<file path="src/rtl/mismatch_pkg.sv">
// Shared definitions for mismatch_window_counter.
//   state_e : FSM state encoding (IDLE / RUN / DONE)
//   clog2   : constant ceil(log2(value)) used to size the count and sample counter
package mismatch_pkg;

  typedef enum logic [1:0] {
    IDLE = 2'b00,
    RUN  = 2'b01,
    DONE = 2'b10
  } state_e;

  // Number of bits needed to index `value` distinct items; clog2(N+1) holds N.
  function automatic int clog2(input int value);
    int r;
    int v;
    r = 0;
    v = value - 1;
    while (v > 0) begin
      r++;
      v = v >> 1;
    end
    return r;
  endfunction

endpackage

</file>
<file path="src/rtl/lane_qual.sv">
// One lane of the mismatch gate: f = (a ^ b) & (c | ~d), built from gate primitives.
// Ports:
//   a, b : operands compared for mismatch
//   c, d : qualifier; lane counts when c is set or d is clear
//   f    : combinational lane result
module lane_qual (
  input  logic a,
  input  logic b,
  input  logic c,
  input  logic d,
  output wire  f
);

  wire x_ab;
  wire d_n;
  wire q_cd;

  xor g_x (x_ab, a, b);
  not g_n (d_n, d);
  or  g_o (q_cd, c, d_n);
  and g_a (f, x_ab, q_cd);

endmodule

</file>
<file path="src/rtl/mismatch_window_counter.sv">
// Evaluates the mismatch gate on WIDTH lanes each cycle, registers the lane result
// and accumulates asserted lanes over WINDOW valid samples, reporting a total and
// a threshold alarm at the end of each window.
// Ports:
//   Clock, Reset_b : rising-edge clock, synchronous active-low reset
//   start, abort   : begin a window (IDLE/DONE) / cancel a running window
//   in_valid       : A/B/C/D carry a sample this cycle
//   A, B, C, D     : lane operands
//   F              : registered lane result (zero when in_valid was low)
//   busy, done     : window running / one-cycle completion pulse
//   count, alarm   : total of last completed window and count >= THRESH
module mismatch_window_counter
  import mismatch_pkg::*;
#(
  parameter int WIDTH  = 4,
  parameter int WINDOW = 16,
  parameter int THRESH = 8,
  localparam int CNT_W = clog2(WIDTH * WINDOW + 1)
) (
  input  logic             Clock,
  input  logic             Reset_b,
  input  logic             start,
  input  logic             abort,
  input  logic             in_valid,
  input  logic [WIDTH-1:0] A,
  input  logic [WIDTH-1:0] B,
  input  logic [WIDTH-1:0] C,
  input  logic [WIDTH-1:0] D,
  output logic [WIDTH-1:0] F,
  output logic             busy,
  output logic             done,
  output logic [CNT_W-1:0] count,
  output logic             alarm
);

  localparam int N_W = clog2(WINDOW + 1);

  function automatic logic [CNT_W-1:0] popcount(input logic [WIDTH-1:0] v);
    logic [CNT_W-1:0] s;
    s = '0;
    for (int i = 0; i < WIDTH; i++) s = s + CNT_W'(v[i]);
    return s;
  endfunction

  state_e           state_q, state_d;
  logic [CNT_W-1:0] acc;
  logic [N_W-1:0]   n;
  logic [CNT_W-1:0] acc_sum;
  logic             last_sample;
  logic             accept_start;
  wire  [WIDTH-1:0] f_p0;

  // Stage p0: combinational lane evaluation
  for (genvar i = 0; i < WIDTH; i++) begin : g_lane
    lane_qual u_lane (
      .a (A[i]),
      .b (B[i]),
      .c (C[i]),
      .d (D[i]),
      .f (f_p0[i])
    );
  end

  assign acc_sum      = acc + popcount(f_p0);
  // This valid sample is the WINDOW-th one of the window.
  assign last_sample  = in_valid && (n == N_W'(WINDOW - 1));
  assign accept_start = start && !abort && (state_q != RUN);

  always_comb begin
    state_d = state_q;
    case (state_q)
      IDLE:    if (start && !abort) state_d = RUN;
      RUN: begin
        // abort on the final sample wins over completion
        if (abort)            state_d = IDLE;
        else if (last_sample) state_d = DONE;
      end
      DONE:    state_d = (start && !abort) ? RUN : IDLE;
      default: state_d = IDLE;
    endcase
  end

  // Stage p1: registered lane result, state, accumulator and window report
  always_ff @(posedge Clock) begin
    if (!Reset_b) begin
      state_q <= IDLE;
      F       <= '0;
      acc     <= '0;
      n       <= '0;
      count   <= '0;
      alarm   <= 1'b0;
    end else begin
      state_q <= state_d;
      F       <= in_valid ? f_p0 : '0;
      if (accept_start) begin
        // the sample on the start cycle is not counted
        acc <= '0;
        n   <= '0;
      end else if (state_q == RUN && !abort && in_valid) begin
        acc <= acc_sum;
        n   <= n + N_W'(1);
        if (last_sample) begin
          count <= acc_sum;
          alarm <= (acc_sum >= CNT_W'(THRESH));
        end
      end
    end
  end

  assign busy = (state_q == RUN);
  assign done = (state_q == DONE);

endmodule

</file>
<file path="config.mk">
export PLATFORM = sky130hd
export DESIGN_NAME = mismatch_window_counter
export DESIGN_NICKNAME = d
export VERILOG_FILES = /design/src/rtl/mismatch_pkg.sv /design/src/rtl/lane_qual.sv /design/src/rtl/mismatch_window_counter.sv
export SDC_FILE = /design/constraint.sdc
export NUM_CORES = 1
export LEC_CHECK = 0
export CORE_MARGIN = 4
export CORE_UTILIZATION = 47
export CTS_CLUSTER_SIZE = 12
export DETAILED_ROUTE_END_ITERATION = 16
export PLACE_DENSITY = 0.81
export SYNTH_ARGS = -nofsm -noshare
export SYNTH_HDL_FRONTEND = slang
export SYNTH_SLANG_ARGS = --single-unit
</file>
<file path="constraint.sdc">
create_clock -name Clock -period 4.1 [get_ports Clock]
set_input_delay 1.23 -clock Clock [delete_from_list [all_inputs] [get_ports Clock]]
set_output_delay 1.23 -clock Clock [all_outputs]
set_load 0.1 [all_outputs]
</file>
# Word-level counts from Yosys, hierarchy flattened
# Cells that the tools add are included.
[totals]
rom_bits = 0
latchBits = 0
wordCells = 52
n_memories = 0
mem_bits_rw = 0
output_inout_bits = 14
register_bits = 26
[op_classes]
eq_ne = 6
magnitude_cmp = 1
reduce_logical = 11
n_div = 0
n_bitwise = 18
n_addsub = 5
shift = 0
mux = 5
n_mul = 0
[ops]
columns = ["op", "count"]
rows = [
  ["$add A7 B4 Y7", 1],
  ["$ge A7 B4 Y1 const B", 1],
  ["$mux W2", 3],
  ["$not A1 Y1", 6],
  ["$pmux W2 S3", 1],
  ["$add A5 B1 Y5 const B", 1],
  ["$eq A5 B4 Y1 const B", 1],
  ["$logic_and A1 B1 Y1", 5],
  ["$add A3 B1 Y4", 1],
  ["$and A1 B1 Y1", 4],
  ["$or A1 B1 Y1", 4],
  ["$reduce_and A2 Y1", 2],
  ["$xor A1 B1 Y1", 4],
  ["$add A2 B1 Y3", 1],
  ["$ne A3 B2 Y1 const B", 1],
  ["$reduce_and A3 Y1", 1],
  ["$add A1 B1 Y2", 1],
  ["$eq A2 B1 Y1 const B", 1],
  ["$eq A2 B2 Y1 const B", 1],
  ["$logic_not A2 Y1", 1],
  ["$ne A2 B1 Y1 const B", 1],
  ["$ne A2 B2 Y1 const B", 1],
  ["$reduce_or A2 Y1", 1],
  ["$logic_not A1 Y1", 1],
  ["$mux W1", 1],
]

# Logic depth before layout (Yosys ltp)
# Gate-level depths: netlist of run 1.
[logic_depth]
depth_word = 8
ltp_mapped = 11

# Hierarchy
# Synthesis of run 1 repeated with hierarchy kept, for this count alone.
[hier_totals]
cells_unflattened = 137
area_unflattened_um2 = 1261.2
[modules_own_cells]
columns = ["mod", "cells_each", "n_inst", "area_each_um2"]
rows = [
  ["mismatch_window_counter", 125, 1, 1191.1],
  ["lane_qual", 3, 4, 17.5],
]

# Worst setup path before layout of run 1
# No wires, ideal clock.
[synth_path]
kind = "in2reg"
startpoint = "input A[0]"
endpoint = "register alarm"
path_stages = 11
setup_slack_ns = 0.274
arrival_ns = 3.702
required_time_ns = 3.976
path_buffers = 1
cell_sequence = "xor2_1 -> o21ai_0 -> fa_1 -> inv_1 -> fa_1 -> fa_1 -> and3_1 -> buf_2 -> a211o_1 -> a21oi_1 -> o22ai_1"
[synth_via]
elab_chain_cells = 7
[synth_rtl]
columns = ["item", "line", "text"]
rows = [
  ["start: declaration", "mismatch_window_counter.sv:25", "input logic [WIDTH-1:0] A,"],
  ["$xor A1 B1 Y1", "lane_qual.sv:18", "xor g_x (x_ab, a, b);"],
  ["$and A1 B1 Y1", "lane_qual.sv:21", "and g_a (f, x_ab, q_cd);"],
  ["$add A1 B1 Y2", "mismatch_window_counter.sv:41", "for (int i = 0; i < WIDTH; i++) s = s + CNT_W'(v[i]);"],
  ["$add A2 B1 Y3", "mismatch_window_counter.sv:41", ""],
  ["$add A3 B1 Y4", "mismatch_window_counter.sv:41", ""],
  ["$add A7 B4 Y7", "mismatch_window_counter.sv:64", "assign acc_sum = acc + popcount(f_p0);"],
  ["$ge A7 B4 Y1", "mismatch_window_counter.sv:104", "alarm <= (acc_sum >= CNT_W'(THRESH));"],
  ["end signal: assignment", "mismatch_window_counter.sv:104", ""],
  ["end: declaration", "mismatch_window_counter.sv:33", "output logic alarm"],
]
# No other way between the ends.
# A chain may end at the register's enable or synchronous reset.

# Worst setup path after layout of run 1
[layout_path]
startpoint = "input A[2]"
endpoint = "register alarm"
[layout_via]
elab_chain_cells = 6
[layout_rtl]
columns = ["item", "line"]
rows = [
  ["$xor A1 B1 Y1", "lane_qual.sv:18"],
  ["$and A1 B1 Y1", "lane_qual.sv:21"],
  ["$add A2 B1 Y3", "mismatch_window_counter.sv:41"],
  ["$add A3 B1 Y4", "mismatch_window_counter.sv:41"],
  ["$add A7 B4 Y7", "mismatch_window_counter.sv:64"],
  ["$ge A7 B4 Y1", "mismatch_window_counter.sv:104"],
]
# No other way between the ends.

==> impl_metrics.py, run 1 <==
metrics = {
    "status": {
        "status": "completed",
    },
    "run": {
        "max_cap_violation_count": 0,
    },
    "timing": {
        "finalHoldViolations": 0,
        "setup_violations": 0,
        "tightest_slew_ns": 0.973,
        "slew_violations": 0,
        "timing.slew.headroom": 0.350,
        "grt_setup_unrepaired": "no",
        "final.min_clock_period_ns": 3.96,
        "finalClockSkew_ns": 0.00245,
        "final.setup.tns_ns": 0,
        "share_of_the_clock_period_used_by_the_worst_path": 0.966,
        "holdWs_ns": 0.486,
        "fmax_ghz": 0.253,
    },
    "yosys": {
        "synthArstFlopShare": 0,
        "yosys.cell_count.top_type": "dfxtp_1",
        "synth_cell_type_count": 30,
        "netlist_instances": 141,
        "syn-num-nets": 168,
        "synth_edf_count": 0,
        "synth_top_flop_cell": "dfxtp_1",
        "mappedNetlistArea_mm2": 0.00129,
        "post_synth_main_area_contributors": "dfxtp_1 40%, xor2_1 8.8%, nor2_1 5.2%",
        "yosysTopAreaCell": "dfxtp_1",
        "syn_area_per_cell_um2": 9.13,
        "synth_top_area_frac": 0.404,
        "synth_seq_area_share": 0.404,
        "synth_warnings": 0,
        "yosys_register_bits": 26,
        "synthTopCellsByCount": "26 x dfxtp_1, 18 x nor2_1, 13 x xor2_1",
    },
    "global_routing": {
        "vias_in_the_first_global_route": 1066,
        "gr-total-overflow": 0,
        "maximum_number_of_pins_on_one_net_before_global_route_repair": 17,
        "grt_antenna_before_repair": 0,
        "grt_pass1_wl_um": 4480,
        "grt_util_all_layers": 0.163,
    },
    "critical_path": {
        "critical_path.startpoint_type": "input pin",
        "critical_path_required_ns": 4.32,
        "cp_max_fo": 3,
        "endpoint_arrival_time_on_the_critical_path_ns": 4.18,
        "setup.worst_path.class": "input pin to flip-flop",
        "critical_path.endpoint_type": "flip-flop",
    },
    "detailed_routing": {
        "dr.pass1.iters": 4,
        "routed_wirelength_um": 2710,
        "drt_first_iter_violations": 18,
        "drtAntennaViolNets": 0,
        "route.detailed.wl_per_inst_um": 13.5,
        "num_vias": 1048,
        "drc": 0,
        "route.detailed.vias_per_inst": 5.21,
    },
    "floorplan": {
        "initial_utilization": 0.506,
        "floorplan.core_area_mm2": 0.00254,
        "io-pin-count": 35,
        "rows": 18,
        "die-width_um": 60.3,
        "die_area_mm2": 0.00364,
        "floorplan.die.height_um": 60.3,
    },
    "cells_and_area": {
        "n_antenna_cell": 0,
        "final_cell_count_no_fill": 201,
        "area_growth_syn_to_fin_pct": 27.0,
        "drive_above_1_share": 0.0585,
        "final_util": 0.643,
        "fin_nets": 200,
        "n_fill_cell": 235,
    },
    "clock_tree": {
        "cts.path.max_buffers": 2,
        "tritoncts.num_buffers": 3,
        "post_cts_hold_buffer_count": 0,
        "postCtsSetupRepairBufs": 0,
        "clock-root-buffer": "clkbuf_4",
        "clock_tree.htree_level_count": 1,
        "insertion_delay_ns": 0.31,
        "path_clk_slew_ns": 0.13,
        "clkSinkCount": 26,
        "cts_tree": "yes",
    },
    "pwr": {
        "total_power_mw": 0.444,
        "irDropWorstVdd_mv": 0.272,
        "power.density_cell_area_mw_per_mm2": 271,
        "leakagePower_nw": 0.695,
    },
    "placement": {
        "gp_routability_congestion": 0.782,
        "hpwlAfterDp_um": 2130,
        "placement.io_buffers": 34,
        "numPlacedInstances": 198,
    },
    "worst_hold_path": {
        "timing.hold.worst.class": "flip-flop to flip-flop",
    },
}
-- final cells by class --
type,count,area (um2),area share
sequential,26,520,0.318
inverter,8,30.0,0.0184
clock buffer,3,22.5,0.0138
timing repair buffer,37,358,0.219
tap,30,37.5,0.0230
multi-input combinational,97,667,0.408
-- metrics by stage --
step | setup WS (ns) | cell area [um2]
after floorplan | 0.274 | 1290
after detailed placement | -0.234 | 1610
after global placement | -0.143 | 1610
after global routing | 0.0294 | 1640
after CTS | 0.0964 | 1640
final | 0.141 | 1640
-- placed cells by master (no fill, tap or decap), types with 2 or more instances in the layout --
cell type | synthesis | routed
ha_1 | 3 | 3
fa_1 | 3 | 3
o22ai_1 | 3 | 3
mux2i_1 | 5 | 5
nand4_1 | 3 | 3
o21ai_0 | 7 | 5
inv_1 | 8 | 8
clkdlybuf4s50_1 | 0 | 32
and2b_1 | 2 | 2
a21oi_1 | 8 | 8
clkbuf_4 | 0 | 3
nor2b_1 | 2 | 2
xnor2_1 | 3 | 3
o21ai_1 | 0 | 2
and3_1 | 6 | 6
dfxtp_1 | 26 | 26
nand2_1 | 7 | 7
a211o_1 | 2 | 2
nor2_1 | 18 | 18
buf_4 | 1 | 5
xor2_1 | 13 | 13
nand3_1 | 4 | 4
-- final timing paths --
| check | from | end | slack (ns) | depth (start not counted) |
|---|---|---|---|---|
| setup / recovery | A[2] | alarm$_SDFFE_PN0P_ | 0.14 | 11 |
| hold / removal | count[4]$_SDFFE_PN0P_ | count[4]$_SDFFE_PN0P_ | 0.49 | 2 |
| setup reg to reg | acc[0]$_SDFFE_PP0P_ | alarm$_SDFFE_PN0P_ | 1.43 | 9 |
| hold reg to reg | count[4]$_SDFFE_PN0P_ | count[4]$_SDFFE_PN0P_ | 0.49 | 2 |
-- report_power, final --
part / leakage [nW] / total, mW / internal [mW] / switching (mW)
clock: 0.0138 / 0.104 / 0.0344 / 0.0694
combinational: 0.471 / 0.0829 / 0.0375 / 0.0454
sequential: 0.210 / 0.257 / 0.256 / 0.00155
-- metal layers --
layer | vias to the layer above | global-route usage | routed length, um
li1 | 529 | - | -
met1 | 498 | 0.170 | 1050
met2 | 19 | 0.321 | 1500
met3 | 2 | 0.0447 | 149
met4 | 0 | 0.0380 | 13
met5 | - | 0 | 0
-- flip-flops by register name, summed over array words and instances, names as in the netlist --
| signal | flops |
|---|---|
| acc | 7 |
| count | 7 |
| n | 5 |
| F | 4 |
| state_q | 2 |
| alarm | 1 |
-- kinds of logic after synthesis --
kind of cell	synth area share
AOI/OAI and AO/OA	0.114
xor gates and xnor gates	0.109
adders and majority gates	0.0758
buffers and inverters	0.0777
DFF	0.404
muxes	0.0389
and+or+nand+nor	0.181
-- timing repair --
action,CTS,global route
hold endpoints to repair,0,0
endpoints found under the setup margin,0,2
resized for setup,0,2
-- critical path: stages --
cell,delay [ns]
clkdlybuf4s50_1,0.49
xor2_1,0.18
o21ai_1,0.13
fa_1,0.50
inv_1,0.05
fa_1,0.41
fa_1,0.42
and3_1,0.23
a211o_1,0.29
a21oi_1,0.15
o22ai_1,0.10
Note: power is estimated with default switching activity, not from simulation.
==> run 2: changes to the inputs <==
Settings changed: PLACE_DENSITY 0.81 to 0.78.
==> run 2 against run 1 <==
Against the previous run: register-to-register slack better by 0.04 ns; global-route usage is 0.47 points higher; critical path depth stayed put; non-clock buffer count did not move; cell count rose by 0.50%; sequential power hardly changed; routed wire length is 1.0% lower; setup slack better by 0.089 ns; die area did not move; flip-flop and latch count unchanged; largest cell class unchanged.
==> impl_metrics.py, run 2 (synthesis results as in run 1) <==
metrics = {
    "global_routing": {
        "vias_in_the_first_global_route": 1082,
        "grt_pass1_wl_um": 4570,
        "maximum_number_of_pins_on_one_net_before_global_route_repair": 17,
        "grt_antenna_before_repair": 0,
        "gr-total-overflow": 0,
        "grt_util_all_layers": 0.168,
    },
    "cells_and_area": {
        "post-route-cell-area_mm2": 0.00166,
        "most_frequent_cells_in_the_layout": "32 x clkdlybuf4s50_1, 26 x dfxtp_1, 18 x nor2_1, 12 x xor2_1",
        "final_cell_count_no_fill": 202,
        "fin_nets": 200,
        "n_antenna_cell": 0,
        "drive_above_1_share": 0.0814,
        "layout_commonest_cell": "clkdlybuf4s50_1",
        "area_growth_syn_to_fin_pct": 29.2,
        "layout_top_registers": "acc x7, count x7, n x5",
    },
    "critical_path": {
        "slowest_stage": "fa_1",
        "critical-path-top-cell-by-count": "fa_1",
        "cp_slowest_stage_delay_ns": 0.52,
        "critical_path_required_ns": 4.31,
        "setup.worst_path.class": "input pin to flip-flop",
        "cp_cell_sequence": "clkdlybuf4s50_1, xor2_1, o21ai_1, fa_1, inv_1, fa_2, fa_1, and3_1, a211o_1, a21oi_1, o22ai_1",
        "cp_max_fo": 3,
        "endpoint_arrival_time_on_the_critical_path_ns": 4.08,
        "critical_path.endpoint_type": "flip-flop",
        "critical_path.startpoint_type": "input pin",
    },
    "timing": {
        "share_of_the_clock_period_used_by_the_worst_path": 0.944,
        "postLayoutSetupSlackWorst_ns": 0.229,
        "fmax_ghz": 0.258,
        "finalHoldViolations": 0,
        "final.min_clock_period_ns": 3.87,
        "finalClockSkew_ns": 0.00633,
        "slew_violations": 0,
        "grt_setup_unrepaired": "no",
        "final.setup.tns_ns": 0,
        "tightest_slew_ns": 0.991,
        "setup_violations": 0,
        "timing.slew.headroom": 0.338,
    },
    "pwr": {
        "combPwrFrac": 0.182,
        "power_switching_share": 0.251,
        "power.net_switching_mw": 0.117,
        "irDropWorstVdd_mv": 0.230,
        "clockPowerShare": 0.267,
        "leakagePower_nw": 0.703,
        "sequentialPowerShare": 0.551,
        "power.density_cell_area_mw_per_mm2": 280,
        "cellInternalPower_mw": 0.349,
    },
    "detailed_routing": {
        "dr.pass1.iters": 4,
        "drc": 0,
        "num_vias": 1061,
        "routed_wirelength_um": 2680,
        "drt_first_iter_violations": 17,
        "route.detailed.wl_per_inst_um": 13.3,
        "drtAntennaViolNets": 0,
        "route.detailed.vias_per_inst": 5.25,
    },
    "clock_tree": {
        "tritoncts.num_buffers": 3,
        "post_cts_hold_buffer_count": 0,
        "clock-root-buffer": "clkbuf_4",
        "clkSinkCount": 26,
        "cts_resized": 0,
        "path_clk_slew_ns": 0.12,
        "insertion_delay_ns": 0.31,
        "postCtsSetupRepairBufs": 0,
        "clock_tree.htree_level_count": 1,
        "cts_tree": "yes",
        "cts.path.max_buffers": 2,
    },
    "floorplan": {
        "rows": 18,
        "initial_utilization": 0.506,
        "die_area_mm2": 0.00364,
        "io-pin-count": 35,
        "die-width_um": 60.3,
        "floorplan.die.height_um": 60.3,
        "floorplan.core_area_mm2": 0.00254,
    },
    "worst_hold_path": {
        "timing.hold.worst.class": "flip-flop to flip-flop",
    },
    "placement": {
        "place_ws_ns": -0.258,
        "numPlacedInstances": 198,
        "placedInstanceArea_mm2": 0.00161,
        "hpwlAfterDp_um": 2100,
        "gp_routability_congestion": 0.805,
        "placement.io_buffers": 34,
    },
    "status": {
        "status": "completed",
    },
    "run": {
        "max_cap_violation_count": 0,
    },
}
==> run 2: changes by cell type in the layout (fill, tap and decap cells not counted) <==
cell / before / now
clkbuf_8: 0 / 1
fa_1: 3 / 2
fa_2: 0 / 1
o21ai_1: 2 / 1
o21ai_2: 0 / 1
xor2_1: 13 / 12
xor2_2: 0 / 1
==> run 2: final timing paths <==
kind / start / end / slack (ns) / cells past startpoint
setup / recovery: B[0] / alarm$_SDFFE_PN0P_ / 0.23 / 11
hold reg to reg: count[4]$_SDFFE_PN0P_ / count[4]$_SDFFE_PN0P_ / 0.49 / 2
setup reg to reg: acc[0]$_SDFFE_PP0P_ / alarm$_SDFFE_PN0P_ / 1.47 / 9
hold / removal: count[4]$_SDFFE_PN0P_ / count[4]$_SDFFE_PN0P_ / 0.49 / 2
==> run 2: per-layer routing <==
| layer | global-route usage | vias up | wire (um) |
|---|---|---|---|
| li1 | - | 529 | - |
| met1 | 0.180 | 491 | 1050 |
| met2 | 0.309 | 35 | 1410 |
| met3 | 0.0489 | 6 | 158 |
| met4 | 0.0665 | 0 | 61 |
| met5 | 0 | - | 0 |
==> run 2: worst max-delay path, delay by kind of cell <==
kind,cells,cell delay [ns]
xor+xnor,1,0.13
buf+inv,2,0.53
compound gates,4,0.66
fa+ha+maj,3,1.29
simple gates,1,0.23
==> run 2: layout make-up <==
type / instances / area [um2]
inverter: 8 / 30.0
timing repair buffer: 37 / 358
tap: 30 / 37.5
sequential: 26 / 520
clock buffer: 4 / 36.3
multi-input combinational: 97 / 681
fill: 215 / 882
==> run 2: through the flow <==
step	hold WS, ns	utilization	power, mW
floorplan	0.471	-	0.310
global placement	0.455	0.634	0.342
detailed placement	0.463	0.634	0.345
CTS	0.495	0.648	0.471
global route	0.537	0.653	0.494
finish	0.488	0.653	0.466
==> run 2: power by group through the flow <==
stage | registers [mW] | logic, mW | clock network [mW]
global placement | 0.263 | 0.0797 | 0
finish | 0.257 | 0.0849 | 0.124
CTS | 0.257 | 0.0825 | 0.131
floorplan | 0.276 | 0.0345 | 0
detailed placement | 0.263 | 0.0825 | 0
global route | 0.258 | 0.0933 | 0.143
